## src/rtl/issue_queue.sv

```systemverilog
// issue_queue: collapsing out-of-order issue queue with
// operand wakeup, priority/age select and branch kill.
module issue_queue #(
  parameter int         DEPTH     = 8,
  parameter int         WIDTH_BRM = 6,
  parameter logic [1:0] QTYPE     = 2'b10
) (
  input  logic                 i_clk,
  input  logic                 i_rst_n,
  input  logic [4:0]           i_ctrl,
  input  logic [6:0]           i_uop,
  input  logic [14:0]          i_regs,
  input  logic [9:0]           i_func,
  input  logic [31:0]          i_imm,
  input  logic [WIDTH_BRM-1:0] i_brmask,
  input  logic                 i_rs1_rdy,
  input  logic                 i_rs2_rdy,
  output logic                 o_full,
  input  logic                 i_wk_en,
  input  logic [4:0]           i_wk_tag,
  input  logic                 i_kill_en,
  input  logic [WIDTH_BRM-1:0] i_kill_tag,
  output logic                 o_iss_valid,
  input  logic                 i_iss_ready,
  output logic [6:0]           o_iss_uop,
  output logic [14:0]          o_iss_regs,
  output logic [9:0]           o_iss_func,
  output logic [31:0]          o_iss_imm,
  output logic [WIDTH_BRM-1:0] o_iss_brmask,
  output logic [1:0]           o_iss_pry
);
  localparam int IW = $clog2(DEPTH);
  localparam int CW = IW + 1;
  localparam logic [WIDTH_BRM-1:0] HALF = 1 << (WIDTH_BRM - 1);

  logic [6:0]           uop_q  [DEPTH];
  logic [14:0]          regs_q [DEPTH];
  logic [9:0]           func_q [DEPTH];
  logic [31:0]          imm_q  [DEPTH];
  logic [WIDTH_BRM-1:0] brm_q  [DEPTH];
  logic [1:0]           pry_q  [DEPTH];
  logic [6:0]           uop_d  [DEPTH];
  logic [14:0]          regs_d [DEPTH];
  logic [9:0]           func_d [DEPTH];
  logic [31:0]          imm_d  [DEPTH];
  logic [WIDTH_BRM-1:0] brm_d  [DEPTH];
  logic [1:0]           pry_d  [DEPTH];
  logic [DEPTH-1:0]     r1_q, r2_q, r1_d, r2_d;
  logic [CW-1:0]        count_q, count_d;

  logic [DEPTH-1:0] vld, cand, wk1, wk2, young;
  logic [IW-1:0]    sel, hi_idx, lo_idx;
  logic             hi_hit, fire, accept;
  logic [CW-1:0]    wpos, kill_idx;
  logic [4:0]       in_rs1, in_rs2;
  logic             in_r1, in_r2;

  // per-entry valid, post-wakeup ready, candidacy, kill match
  always_comb begin
    for (int i = 0; i < DEPTH; i++) begin
      vld[i]   = CW'(i) < count_q;
      wk1[i]   = r1_q[i] | (i_wk_en && i_wk_tag != 5'd0 &&
                            regs_q[i][4:0] == i_wk_tag);
      wk2[i]   = r2_q[i] | (i_wk_en && i_wk_tag != 5'd0 &&
                            regs_q[i][9:5] == i_wk_tag);
      cand[i]  = vld[i] & r1_q[i] & r2_q[i];
      young[i] = vld[i] &&
                 (WIDTH_BRM'(brm_q[i] - i_kill_tag) < HALF);
    end
  end

  // lowest-index high-priority / any candidate, first killed slot
  always_comb begin
    hi_hit   = 1'b0;
    hi_idx   = '0;
    lo_idx   = '0;
    kill_idx = count_q;
    for (int i = DEPTH - 1; i >= 0; i--) begin
      if (cand[i]) begin
        lo_idx = IW'(i);
        if (pry_q[i] == 2'b11) begin
          hi_hit = 1'b1;
          hi_idx = IW'(i);
        end
      end
      if (young[i]) kill_idx = CW'(i);
    end
  end

  assign sel         = hi_hit ? hi_idx : lo_idx;
  assign o_full      = count_q == CW'(DEPTH);
  assign o_iss_valid = (|cand) & ~i_kill_en;
  assign fire        = o_iss_valid & i_iss_ready;
  assign accept      = i_ctrl[0] && i_ctrl[2:1] == QTYPE &&
                       !o_full && !i_kill_en;
  assign wpos        = count_q - {{(CW-1){1'b0}}, fire};
  assign in_rs1      = i_regs[4:0];
  assign in_rs2      = i_regs[9:5];
  assign in_r1       = i_rs1_rdy || in_rs1 == 5'd0 ||
                       (i_wk_en && i_wk_tag == in_rs1);
  assign in_r2       = i_rs2_rdy || in_rs2 == 5'd0 ||
                       (i_wk_en && i_wk_tag == in_rs2);

  assign o_iss_uop    = o_iss_valid ? uop_q[sel]  : '0;
  assign o_iss_regs   = o_iss_valid ? regs_q[sel] : '0;
  assign o_iss_func   = o_iss_valid ? func_q[sel] : '0;
  assign o_iss_imm    = o_iss_valid ? imm_q[sel]  : '0;
  assign o_iss_brmask = o_iss_valid ? brm_q[sel]  : '0;
  assign o_iss_pry    = o_iss_valid ? pry_q[sel]  : '0;

  // occupancy: kill truncates, otherwise add dispatch, drop issue
  always_comb begin
    if (i_kill_en)
      count_d = kill_idx;
    else
      count_d = count_q + {{(CW-1){1'b0}}, accept}
                        - {{(CW-1){1'b0}}, fire};
  end

  // entry next-state: wakeup, collapse above issued slot, dispatch
  always_comb begin
    r1_d = wk1;
    r2_d = wk2;
    for (int i = 0; i < DEPTH; i++) begin
      uop_d[i]  = uop_q[i];
      regs_d[i] = regs_q[i];
      func_d[i] = func_q[i];
      imm_d[i]  = imm_q[i];
      brm_d[i]  = brm_q[i];
      pry_d[i]  = pry_q[i];
    end
    for (int i = 0; i < DEPTH - 1; i++) begin
      if (fire && IW'(i) >= sel) begin
        uop_d[i]  = uop_q[i+1];
        regs_d[i] = regs_q[i+1];
        func_d[i] = func_q[i+1];
        imm_d[i]  = imm_q[i+1];
        brm_d[i]  = brm_q[i+1];
        pry_d[i]  = pry_q[i+1];
        r1_d[i]   = wk1[i+1];
        r2_d[i]   = wk2[i+1];
      end
    end
    for (int i = 0; i < DEPTH; i++) begin
      if (accept && CW'(i) == wpos) begin
        uop_d[i]  = i_uop;
        regs_d[i] = i_regs;
        func_d[i] = i_func;
        imm_d[i]  = i_imm;
        brm_d[i]  = i_brmask;
        pry_d[i]  = i_ctrl[4:3];
        r1_d[i]   = in_r1;
        r2_d[i]   = in_r2;
      end
    end
  end

  // state registers, cleared asynchronously
  always_ff @(posedge i_clk or negedge i_rst_n) begin
    if (!i_rst_n) begin
      count_q <= '0;
      r1_q    <= '0;
      r2_q    <= '0;
      for (int i = 0; i < DEPTH; i++) begin
        uop_q[i]  <= '0;
        regs_q[i] <= '0;
        func_q[i] <= '0;
        imm_q[i]  <= '0;
        brm_q[i]  <= '0;
        pry_q[i]  <= '0;
      end
    end else begin
      count_q <= count_d;
      r1_q    <= r1_d;
      r2_q    <= r2_d;
      for (int i = 0; i < DEPTH; i++) begin
        uop_q[i]  <= uop_d[i];
        regs_q[i] <= regs_d[i];
        func_q[i] <= func_d[i];
        imm_q[i]  <= imm_d[i];
        brm_q[i]  <= brm_d[i];
        pry_q[i]  <= pry_d[i];
      end
    end
  end
endmodule

```

## config.mk

```make
export PLATFORM = sky130hd
export DESIGN_NAME = issue_queue
export DESIGN_NICKNAME = d
export VERILOG_FILES = /design/src/rtl/issue_queue.sv
export SDC_FILE = /design/constraint.sdc
export NUM_CORES = 2
export LEC_CHECK = 0
export BUFFER_PORTS_ARGS = -buffer_cell sky130_fd_sc_hd__buf_2
export CORE_AREA = 2 2 294 296
export DETAILED_ROUTE_END_ITERATION = 8
export DIE_AREA = 0 0 296 298
export PLACE_DENSITY_LB_ADDON = 0.08
export SETUP_SLACK_MARGIN = 0.02
export SKIP_LAST_GASP = 1
export SYNTH_ARGS = -nofsm -noshare
export SYNTH_HDL_FRONTEND = slang
export SYNTH_SLANG_ARGS = --single-unit
```

## constraint.sdc

```tcl
create_clock -name i_clk -period 5.6 [get_ports i_clk]
set_input_delay 0.84 -clock i_clk [delete_from_list [all_inputs] [get_ports i_clk]]
set_output_delay 0.84 -clock i_clk [all_outputs]
set_load 0.01 [all_outputs]
```

==> impl_metrics.py <==
metrics = {
    "cts": {
        "cts.sinks": 596,
        "numCtsBuffers": 73,
        "tritoncts": "built",
        "root_buffer": "clkbuf_16",
        "htreeDepth": 3,
        "clkSlewWorstSetupHoldPaths_ps": 50,
        "clockBufferDepth": 3,
        "clkLatencyLatePin_ps": 630,
    },
    "cells_and_area": {
        "nNetsFinal": 3900,
        "final_area_sq_um": 39100,
        "finalCoreUtilization_pct": 46.1,
        "nFillCells": 8300,
        "final_cells": 4964,
        "syn2layout_area_growth_pct": 13.4,
        "drive_gt1_share_pct": 12.9,
    },
    "grt": {
        "gr-usage-all-layers_pct": 26.0,
        "overflow": 0,
        "grt_pass1_wl_um": 177000,
        "grt_pass1_vias": 27700,
        "antenna_found_initial": 12,
        "grt_max_degree": 125,
    },
    "sta": {
        "finClkSkew_ps": 22.7,
        "hold_viol_final": 0,
        "worst_slew_pin_slew_ps": 1150,
        "timing.setup.tns_ps": 0,
        "slew_viol_final": 0,
        "rsz0062_at_grt": "false",
        "fmax_mhz": 184,
        "min_period_ps": 5450,
        "period_share_pct": 97.3,
        "max_slew_margin_pct": 22.9,
        "setup_viol": 0,
    },
    "route": {
        "final_antenna_net_count": 0,
        "via_per_inst": 5.67,
        "drt_wl_total_um": 116000,
        "post_drt_wl_per_cell_um": 23.3,
        "firstDrtPassIters": 7,
        "dr.first_iter.drc_count": 2284,
        "vias": 28100,
        "route.detailed.drc": 0,
    },
    "synthesis": {
        "synth_compound_area_share_pct": 13.8,
        "async_reset_ff_share_pct": 100,
        "ys_top_cells_by_area": "dfrtp_1, mux2i_1, nand2_1",
        "ys_types": 63,
        "yosysSeqAreaShare_pct": 43.3,
        "synth_most_common_cell": "nand2_1",
        "synth_area_leader_cell": "dfrtp_1",
        "synth_xor_area_share_pct": 2.77,
        "synth.net_count": 3943,
        "yosysTopAreaCellShare_pct": 43.3,
        "synthAdderAreaFrac_pct": 1.58,
        "yosys_warnings": 0,
        "synthFlopType": "dfrtp_1",
        "synth_edf_count": 0,
        "synth_top_family_by_area": "multiplexers",
        "postSynthAreaPerCell_sq_um": 9.06,
        "synth_simple_gate_area_share_pct": 14.8,
        "netlist_area_sq_um": 34500,
        "synth_commonest_cells": "nand2_1, dfrtp_1, mux2i_1",
        "ys_ff_latch": 596,
        "muxShareOfSynthArea_pct": 19.1,
        "syn_inst": 3807,
    },
    "floorplanning": {
        "die_area_sq_um": 88200,
        "boundaryPins": 167,
        "start_util_pct": 40.6,
        "coreArea_sq_um": 84900,
        "die_h_um": 298,
        "fp-row-count": 107,
        "die_w_um": 296,
    },
    "critical_path": {
        "path_class": "flop to output port",
        "cp_slowest_cell": "or4_1",
        "crit_arrival_ps": 4610,
        "critPathLaunch": "count_q[2]$_DFFE_PN0P_",
        "path_cells": "inv_1 -> ha_4 -> a21bo_2 -> and3_1 -> or4_1 -> or4b_1 -> nand2_2 -> buf_4 -> and2_4 -> buf_16 -> o22ai_1 -> a22oi_1 -> buf_2",
        "slowest_delay_ps": 550,
        "required_ps": 4760,
        "crit_path_end_kind": "output port",
        "worstPathMaxFanout": 72,
        "startpoint_type": "flop",
        "r2r_start": "count_q[3]$_DFFE_PN0P_",
    },
    "pwr": {
        "clock_power_share_pct": 18.2,
        "intPower_uw": 13800,
        "swShare_pct": 47.3,
        "ir_worst_vdd_mv": 0.689,
        "total_power_uw": 26200,
        "p_sw_uw": 12400,
        "p_seq_share_pct": 26.8,
        "power.density_nw_per_um2": 669,
        "power_frac_comb_pct": 54.9,
        "power_leakage_uw": 0.0172,
    },
    "place": {
        "gp_congestion": 0.892,
        "dp.cells": 4823,
        "placed_area_sq_um": 36500,
        "post-dp-hpwl_um": 68800,
        "portBuffers": 166,
    },
    "status": {
        "status": "finished, final reports clean",
    },
    "hold_path": {
        "hp-class": "primary input to async pin",
    },
    "job": {
        "drv_cap": 0,
    },
}
path summary, 6_finish.rpt:
kind | slack [ps] | depth (start not counted) | endpoint
min in group i_clk | 520 | 3 | imm_q[245]$_DFFE_PN0P_
hold / removal | 270 | 1 | func_q[75]$_DFFE_PN0P_
max in group asynchronous | 3980 | 2 | regs_q[62]$_DFFE_PN0P_
hold reg to reg | 530 | 1 | imm_q[13]$_DFFE_PN0P_
setup reg to reg | 620 | 16 | func_q[58]$_DFFE_PN0P_
setup / recovery | 150 | 13 | o_iss_pry[1]
power groups by stage:
stage / Combinational, uW / Sequential (uW) / Clock [uW]
3_3_place_gp: 13900 / 7070 / 0
5_1_grt: 15400 / 7210 / 5060
4_1_cts: 14200 / 7000 / 4880
3_5_place_dp: 14000 / 7060 / 0
2_1_floorplan: 8910 / 6620 / 0
6_report: 14400 / 7020 / 4770
placed cells by master (no fill, tap or decap), types with 10 or more instances in the layout:
cell       instances
a31oi_1           10
inv_1             19
a21oi_1          241
clkbuf_8          12
nor2_1           233
o21ai_1           75
xnor2_1           50
buf_4             52
xor2_1            59
mux2_2            84
buf_12            35
clkinv_2          10
a21o_1            12
nor2b_1           10
clkbuf_1          20
a22oi_1           15
a222oi_1          58
mux2i_1          565
buf_2            165
nand2_1          694
nor3_1            81
nand3_1          150
o22ai_1           20
dfrtp_1          596
ha_1              41
clkbuf_16         75
a41oi_1           16
o311ai_0          22
o21ai_0          229
o311ai_1          49
area by class of cell:
type	count	area (sq um)	area share, %
antenna	4	10.0	0.0256
clock buffer	106	2090	5.35
clock inverter	21	272	0.694
inverter	21	78.8	0.202
multi-input combinational	2813	18300	46.7
sequential	596	14900	38.1
tap	1144	1430	3.66
timing repair buffer	259	2030	5.19
logic make-up (layout without fill, tap and decap cells):
group / count (synthesis) / count (layout)
xor+xnor: 109 / 109
mux: 649 / 649
compound gates: 784 / 784
flops: 596 / 596
simple gates: 1228 / 1228
buf+inv: 398 / 407
fa+ha+maj: 43 / 43
other cells: 0 / 4
worst max-delay path, delay by kind of cell, from the launching register on:
family,cells,cell delay [ps]
AOI/OAI and AO/OA,3,820
adders and majority gates,1,220
buffers and inverters,4,1000
DFF,1,400
and+or+nand+nor,5,1530
metal layers:
metal	vias to the layer above	global-route usage, %	part of all wire [%]	wire length [um]
li1	13400	-	-	-
met1	13900	37.5	47	54200
met2	738	41.2	46	53400
met3	136	3.62	5.2	5970
met4	12	6.43	1.9	2200
met5	-	0	0.060	69
stage by stage:
stage / setup WS (ps) / hold slack [ps]
floorplan: 1370 / 502
global placement: 504 / 518
detailed placement: 440 / 521
CTS: 13.2 / 328
global route: 14.1 / 340
finish: 151 / 266
state kept, by name, summed over array words and instances (netlist names):
| name | flops |
|---|---|
| r1_q | 8 |
| imm_q | 256 |
| r2_q | 8 |
| brm_q | 48 |
| count_q | 4 |
| func_q | 80 |
| regs_q | 120 |
| pry_q | 16 |
| uop_q | 56 |
repair_timing:
item / in CTS / in global routing
setup endpoints to repair: 70 / 64
cloned: 0 / 1
resized for setup: 6 / 11
hold buffers: 0 / 0
buffers inserted: 6 / 3
pin swaps: 4 / 3
Note: power is estimated with default switching activity, not from simulation.
